===== src/rtl/decode_queue.sv =====
// Instruction buffer between fetch and decode with enqueue-time predecode.
// JAL and (optionally) backward branches redirect fetch ahead of decode.
module decode_queue #(
  parameter int XLEN       = 32,
  parameter int DEPTH      = 4,
  parameter int PREDICT_EN = 1
) (
  input  logic                       clk,
  input  logic                       reset,
  input  logic                       fq_valid,
  input  logic [31:0]                fq_insn,
  input  logic [XLEN-1:0]            fq_pc,
  output logic                       fq_stall,
  output logic                       fq_setpc,
  output logic [XLEN-1:0]            fq_newpc,
  input  logic                       flush,
  input  logic                       de_ready,
  output logic                       de_valid,
  output logic [31:0]                de_insn,
  output logic [XLEN-1:0]            de_pc,
  output logic                       de_pred_taken,
  output logic [XLEN-1:0]            de_pred_target,
  output logic                       de_illegal,
  output logic [$clog2(DEPTH+1)-1:0] fq_count
);

  localparam int AW = $clog2(DEPTH);
  localparam int CW = $clog2(DEPTH+1);

  logic [31:0]     insn_q  [DEPTH];
  logic [XLEN-1:0] pc_q    [DEPTH];
  logic [XLEN-1:0] tgt_q   [DEPTH];
  logic            taken_q [DEPTH];
  logic            ill_q   [DEPTH];

  logic [AW-1:0] rd_ptr;
  logic [AW-1:0] wr_ptr;
  logic [CW-1:0] count;

  logic            enq;
  logic            deq;
  logic            illegal;
  logic            is_jal;
  logic            is_br;
  logic            taken;
  logic [XLEN-1:0] j_imm;
  logic [XLEN-1:0] b_imm;
  logic [XLEN-1:0] target;

  always_comb begin
    illegal = fq_insn[1:0] != 2'b11;
    is_jal  = fq_insn[6:2] == 5'b11011;
    is_br   = fq_insn[6:2] == 5'b11000;
    j_imm   = {{(XLEN-21){fq_insn[31]}}, fq_insn[31],
               fq_insn[19:12], fq_insn[20],
               fq_insn[30:21], 1'b0};
    b_imm   = {{(XLEN-13){fq_insn[31]}}, fq_insn[31],
               fq_insn[7], fq_insn[30:25],
               fq_insn[11:8], 1'b0};
    // B-imm sign bit set means a backward branch
    taken   = !illegal &&
              (is_jal || (is_br && PREDICT_EN != 0 && fq_insn[31]));
    target  = '0;
    if (taken)
      target = fq_pc + (is_jal ? j_imm : b_imm);
  end

  assign fq_stall = count == CW'(DEPTH);
  assign de_valid = count != '0;
  assign enq      = fq_valid && !fq_stall && !flush && !reset;
  assign deq      = de_valid && de_ready && !flush && !reset;
  assign fq_setpc = enq && taken;
  assign fq_newpc = fq_setpc ? target : '0;
  assign fq_count = count;

  assign de_insn        = insn_q[rd_ptr];
  assign de_pc          = pc_q[rd_ptr];
  assign de_pred_taken  = taken_q[rd_ptr];
  assign de_pred_target = tgt_q[rd_ptr];
  assign de_illegal     = ill_q[rd_ptr];

  always_ff @(posedge clk) begin
    if (enq) begin
      insn_q[wr_ptr]  <= fq_insn;
      pc_q[wr_ptr]    <= fq_pc;
      tgt_q[wr_ptr]   <= target;
      taken_q[wr_ptr] <= taken;
      ill_q[wr_ptr]   <= illegal;
    end
  end

  always_ff @(posedge clk) begin
    if (reset || flush) begin
      rd_ptr <= '0;
      wr_ptr <= '0;
      count  <= '0;
    end else begin
      if (enq) wr_ptr <= wr_ptr + AW'(1);
      if (deq) rd_ptr <= rd_ptr + AW'(1);
      count <= count + CW'(enq) - CW'(deq);
    end
  end

  always_ff @(posedge clk) begin
    if (!reset) begin
      assert (count <= CW'(DEPTH))
        else $error("queue count overflow");
      assert (!deq || count != '0)
        else $error("dequeue from empty queue");
    end
  end

endmodule


===== config.mk =====
export PLATFORM = sky130hd
export DESIGN_NAME = decode_queue
export DESIGN_NICKNAME = d
export VERILOG_FILES = /design/src/rtl/decode_queue.sv
export SDC_FILE = /design/constraint.sdc
export NUM_CORES = 1
export LEC_CHECK = 0
export CORE_MARGIN = 4
export CORE_UTILIZATION = 45
export CTS_BUF_LIST = sky130_fd_sc_hd__clkbuf_4 sky130_fd_sc_hd__clkbuf_8 sky130_fd_sc_hd__clkbuf_16
export DETAILED_ROUTE_END_ITERATION = 6
export PLACE_DENSITY = 0.67
export SYNTH_ARGS = -nofsm -noshare
export SYNTH_HDL_FRONTEND = slang
export SYNTH_SLANG_ARGS = --single-unit

===== constraint.sdc =====
create_clock -name clk -period 9.1 [get_ports clk]
set_input_delay 1.82 -clock clk [delete_from_list [all_inputs] [get_ports clk]]
set_output_delay 1.82 -clock clk [all_outputs]
set_load 0.02 [all_outputs]

### Word-level counts from Yosys, hierarchy flattened

Memory sizes are Yosys's and may differ from the RTL's. A register that Yosys moved wholly into a read port is not among the register bits.
Index checks and enable logic that the tools add are counted.

* input port bits: 69
* memory bits (read-only): 0
* bits in registers: 7
* memory bits (writable): 392
* latch bits: 0
* memories kept: 5

Memory list
* insn_q: words 4, width 32, read ports 1, clocked after memory_dff 1, wr ports 1, RTL line 30 `logic [31:0] insn_q [DEPTH];`
* pc_q: words 4, width 32, read ports 1, clocked after memory_dff 1, wr ports 1, RTL line 31 `logic [XLEN-1:0] pc_q [DEPTH];`
* tgt_q: words 4, width 32, read ports 1, clocked after memory_dff 1, wr ports 1, RTL line 32 `logic [XLEN-1:0] tgt_q [DEPTH];`
* ill_q: words 4, width 1, read ports 1, clocked after memory_dff 1, wr ports 1, RTL line 34 `logic ill_q [DEPTH];`
* taken_q: words 4, width 1, read ports 1, clocked after memory_dff 1, wr ports 1, RTL line 33 `logic taken_q [DEPTH];`

* reduce and logical (&&, ||, !) cells: 16
* bitwise gates (word level): 0
* divide/modulo/power cells: 0
* $add $sub $neg: 5
* shifts and indexed selects: 0
* mux-type cells: 15
* multipliers: 0
* equality and inequality tests: 4
* magnitude comparators: 0

Operator list (count)
* 32-bit 2-to-1 mux: 2
* 32-bit adder: 1
* 2-bit 2-to-1 mux: 10
* 20-bit 2-to-1 mux: 1
* 5-bit == test, second input constant: 2
* 1-bit logical AND: 9
* 2-bit by 1-bit adder with 2-bit output, second input constant: 2
* 1-bit zero test: 4
* 3-bit by 1-bit adder with 3-bit output: 1
* 3-bit == test, second input constant: 1
* 3-bit nonzero test: 1
* 3-bit by 1-bit subtractor with 3-bit output: 1
* 1-bit logical OR: 2
* 1-bit 2-to-1 mux: 2
* 2-bit inequality test, second input constant: 1

### Logic depth before layout (Yosys ltp)

* depth after elaboration: 7
* gate-level depth with buffers: 14

### Worst setup path before layout

Ideal clock, no wire load.

* path type: input to output
* start: input port fq_insn[4]
* end: output port fq_newpc[31]
* arrival: 4741 ps
* data required time: 7280 ps
* path slack: 2539 ps
* stages on the path: 14
* path through: nand3b_1 > nor2_1 > clkbuf_1 > mux2_2 > ha_1 > inv_1 > fa_1 > nand2b_1 > a21oi_1 > o21ai_1 > a211o_1 > a31oi_1 > o21ai_1 > a21oi_1

* word-level cells in the longest chain between the ends: 6

Ends and longest elaborated chain
* start, declared: RTL line 11 `input logic [31:0] fq_insn,`
* parallel branches: the longest is 5 deep, another holds 32-bit adder
* 32-bit 2-to-1 mux *: RTL line 73 `assign fq_newpc = fq_setpc ? target : '0;`
* end, declared: RTL line 15 `output logic [XLEN-1:0] fq_newpc,`

Mark *: on every way between the ends.

### Worst setup path in the final report

* start: input port fq_insn[4]
* end: output port fq_newpc[28]

The elaborated chain is that of the path after synthesis.

==> results.py <==
metrics = {
    "routing": {
        "firstDrtPassIters": 5,
        "wl_per_cell_um": 24.0,
        "vias": 9192,
        "drc": 0,
        "avgViaCountPerCell": 5.64,
        "ant_nets": 0,
        "wirelength_um": 39100,
        "initialDrtViolationCount": 616,
    },
    "logic_synthesis": {
        "synth-xor-area-share_pct": 1.57,
        "avgSynthCellArea_um2": 18.5,
        "synth-compound-area-share_pct": 4.48,
        "netlist_instances": 905,
        "synthMuxAreaShare_pct": 13.6,
        "synthFlopType": "edfxtp_1",
        "syn-num-nets": 1015,
        "synthAdderAreaFrac_pct": 3.15,
        "synth_edf_count": 392,
        "synth_top_family_by_area": "multiplexers",
        "ys_ff_latch": 401,
        "synth-simple-area-share_pct": 4.63,
        "synth_seq_area_share_pct": 71.2,
        "ys_types": 54,
        "async_flop_share_pct": 0,
        "netlist_area_mm2": 0.0168,
        "ys_warn_count": 0,
    },
    "finish": {
        "fin_area_mm2": 0.0207,
        "nNetsFinal": 1240,
        "num_antenna_cells": 0,
        "drive_above_1_share_pct": 17.1,
        "final_cells": 1631,
        "areaGrowthSynthToFinish_pct": 23.2,
    },
    "hold_path": {
        "hp-class": "register to register",
        "hold_start": "rd_ptr[1]",
    },
    "sta": {
        "setup_slack_ns": 1.26,
        "max-slew-margin-rel_pct": 32.5,
        "fin_crit_sh_pct": 86.2,
        "fin_skew_ns": 0.0107,
        "max_freq_mhz": 127,
        "setup_viol": 0,
        "fin_tns_setup_ns": 0,
        "drv_slew": 0,
        "min_period_ns": 7.84,
        "tightest_slew_ns": 1.01,
        "finalHoldViolations": 0,
        "grt_setup_unrepaired": "false",
    },
    "pwr": {
        "peakVddDrop_mv": 0.117,
        "total_power_w": 0.00397,
        "powerDensity_mw_per_mm2": 192,
        "power_leakage_nw": 7.09,
    },
    "placed_design": {
        "dp_slack_ns": 1.28,
        "dp_hpwl_um": 25500,
        "numPortBuffers": 204,
        "gp_congestion": 0.892,
        "placed_cells": 1554,
        "placedInstanceArea_mm2": 0.0193,
    },
    "floorplanning": {
        "fp.dieW_um": 201,
        "num_rows": 70,
        "core_area_mm2": 0.0367,
        "initial_utilization_pct": 45.7,
        "dieArea_mm2": 0.0404,
        "dieHeight_um": 201,
        "ios": 205,
    },
    "outcome": {
        "status": "completed",
    },
    "cts": {
        "root_buffer": "clkbuf_16",
        "cts_setup_buffers": 0,
        "ctsHoldBuffers": 0,
        "cts_tree": "built",
        "clk_pin_slew_ns": 0.06,
        "post_cts_resized": 0,
        "clock_sinks": 401,
        "clock_latency_ns": 0.54,
        "cts_made_buffers": 42,
        "cts_max_level": 2,
        "clockBufferDepth": 3,
    },
    "global_route": {
        "grt_use_total_pct": 19.0,
        "grt.overflow.total": 0,
        "grt_pass1_wl_um": 58900,
        "grt_max_degree": 62,
        "grt_antenna_before_repair": 0,
        "first_global_vias": 9282,
    },
    "critical_path": {
        "startpoint_type": "input port",
        "cp.required_ns": 7.28,
        "crit_path_end_kind": "output pin",
        "cp-startpoint": "fq_insn[4]",
        "rr_startpoint": "fq_count[1]",
        "worstPathCellList": "clkdlybuf4s50_1 -> nand3b_1 -> nor2_1 -> buf_4 -> nor2b_1 -> a21o_1 -> ha_1 -> a21oi_1 -> o21ai_0 -> a21oi_1 -> o211ai_1 -> a221oi_1 -> a21oi_1 -> nor3b_1 -> clkdlybuf4s50_1",
        "worst_path_max_delay_cell": "clkdlybuf4s50_1",
        "crit_top_cell": "a21oi_1",
        "cp_max_fo": 14,
        "critPathMaxStageDelay_ns": 0.67,
        "crit_type": "input port to output pin",
        "r2r_slack_ns": 6.17,
        "cp.arrival_ns": 6.02,
    },
    "flow_run": {
        "cap_viol_max_count": 0,
    },
}
[per-layer routing]
metal | global-route usage (%) | share of wire, % | vias up
met4 | 3.81 | 1.4 | 0
met1 | 28.1 | 45 | 4741
li1 | - | - | 4095
met3 | 3.29 | 6.0 | 44
met5 | 0 | 0 | -
met2 | 30.3 | 48 | 312
[worst max-delay path: cells and delay by family]
kind | cells | cell delay [ns]
AOI/OAI and AO/OA | 7 | 1.54
buffers and inverters | 3 | 1.40
and+or+nand+nor | 4 | 0.98
adders and majority gates | 1 | 0.26
[cell usage in the layout, fill, tap and decap left out, drive strengths merged, types with 2 or more instances in the layout]
cell type / count
clkdlybuf4s50: 204
ha: 39
o21bai: 2
a21oi: 36
or3: 3
xnor2: 15
nor3b: 2
a21o: 23
a21boi: 2
nor2b: 4
bufinv: 3
a221oi: 2
clkbuf: 49
nor2: 70
clkinvlp: 2
nand2b: 2
mux2: 5
nor3: 12
or2: 3
and2: 12
o21ai: 17
nand4: 10
clkinv: 22
o21a: 9
a211o: 3
nand3: 3
dfxtp: 9
edfxtp: 392
inv: 18
mux4: 98
o211ai: 3
o31ai: 2
a31oi: 6
nand2: 36
xor2: 15
buf: 12
fa: 2
and3: 5
[logic make-up after synthesis]
| group | Yosys count |
|---|---|
| AND/OR/NAND/NOR | 166 |
| flip-flops | 401 |
| buffers and inverters | 52 |
| XOR/XNOR | 30 |
| adder cells (fa/ha/maj) | 41 |
| AO/OA/AOI/OAI | 111 |
| multiplexers | 104 |
[cell type report]
class / count / area (µm²)
fillers: 2820 / 16000
clock inverters: 28 / 228
clock buffers: 49 / 1100
multi-input cells: 452 / 4600
well taps: 468 / 586
inverters: 17 / 63.8
repair buffers: 216 / 2130
flip-flops and latches: 401 / 12000
[state kept, by name, summed over array words and instances (netlist names), named ones only]
signal and flops:
insn_q 128, tgt_q 128, fq_count 3, ill_q 4, wr_ptr 2, pc_q 128, taken_q 4, rd_ptr 2
[synth_stat cells (2+ instances only)]
master    count  share of area, %
o211ai_1      3              0.13
or3_1         3              0.11
or2_2         3              0.11
ha_1         39               2.9
a31oi_1       6              0.22
nand2_1      35              0.78
mux4_2       98                13
buf_6         3              0.20
nor2_1       70               1.6
fa_1          2              0.24
o21a_1        9              0.40
inv_1        16              0.36
o21bai_1      2             0.089
nor3_1       11              0.33
a21oi_1      33              0.98
nor2b_1       4              0.15
a21oi_2       3              0.16
o21ai_1       4              0.12
nor3b_1       2             0.089
and3_1        5              0.19
nand4_1       9              0.34
clkbuf_1     20              0.45
and2_1       12              0.45
edfxtp_1    392                70
mux2_2        5              0.34
dfxtp_1       9               1.1
nand3_1       3             0.089
o21ai_0      13              0.39
xor2_1       15              0.78
xnor2_1      15              0.78
a21o_1       23               1.0
nand2b_1      2             0.075
buf_2        12              0.36
a221oi_1      2              0.10
a211o_1       3              0.16
[stage by stage]
step           util (%)  hold slack, ns
3_5_place_dp       52.7           0.519
4_1_cts            56.3           0.554
2_1_floorplan         -           0.485
3_3_place_gp       52.7           0.513
6_report           56.3           0.539
5_1_grt            56.3           0.567
[power breakdown]
group	internal (W)	switching, W	total, W
sequential	0.00203	0.00000334	0.00204
combinational	0.000111	0.000168	0.000279
clock	0.000957	0.000692	0.00165
[final timing paths]
path	to	cells after the start
max	fq_newpc[28]	15
min	rd_ptr[1]	2
max reg2reg	pc_q[2][16]	7
min reg2reg	rd_ptr[1]	2
(Power assumes the default switching activity.)
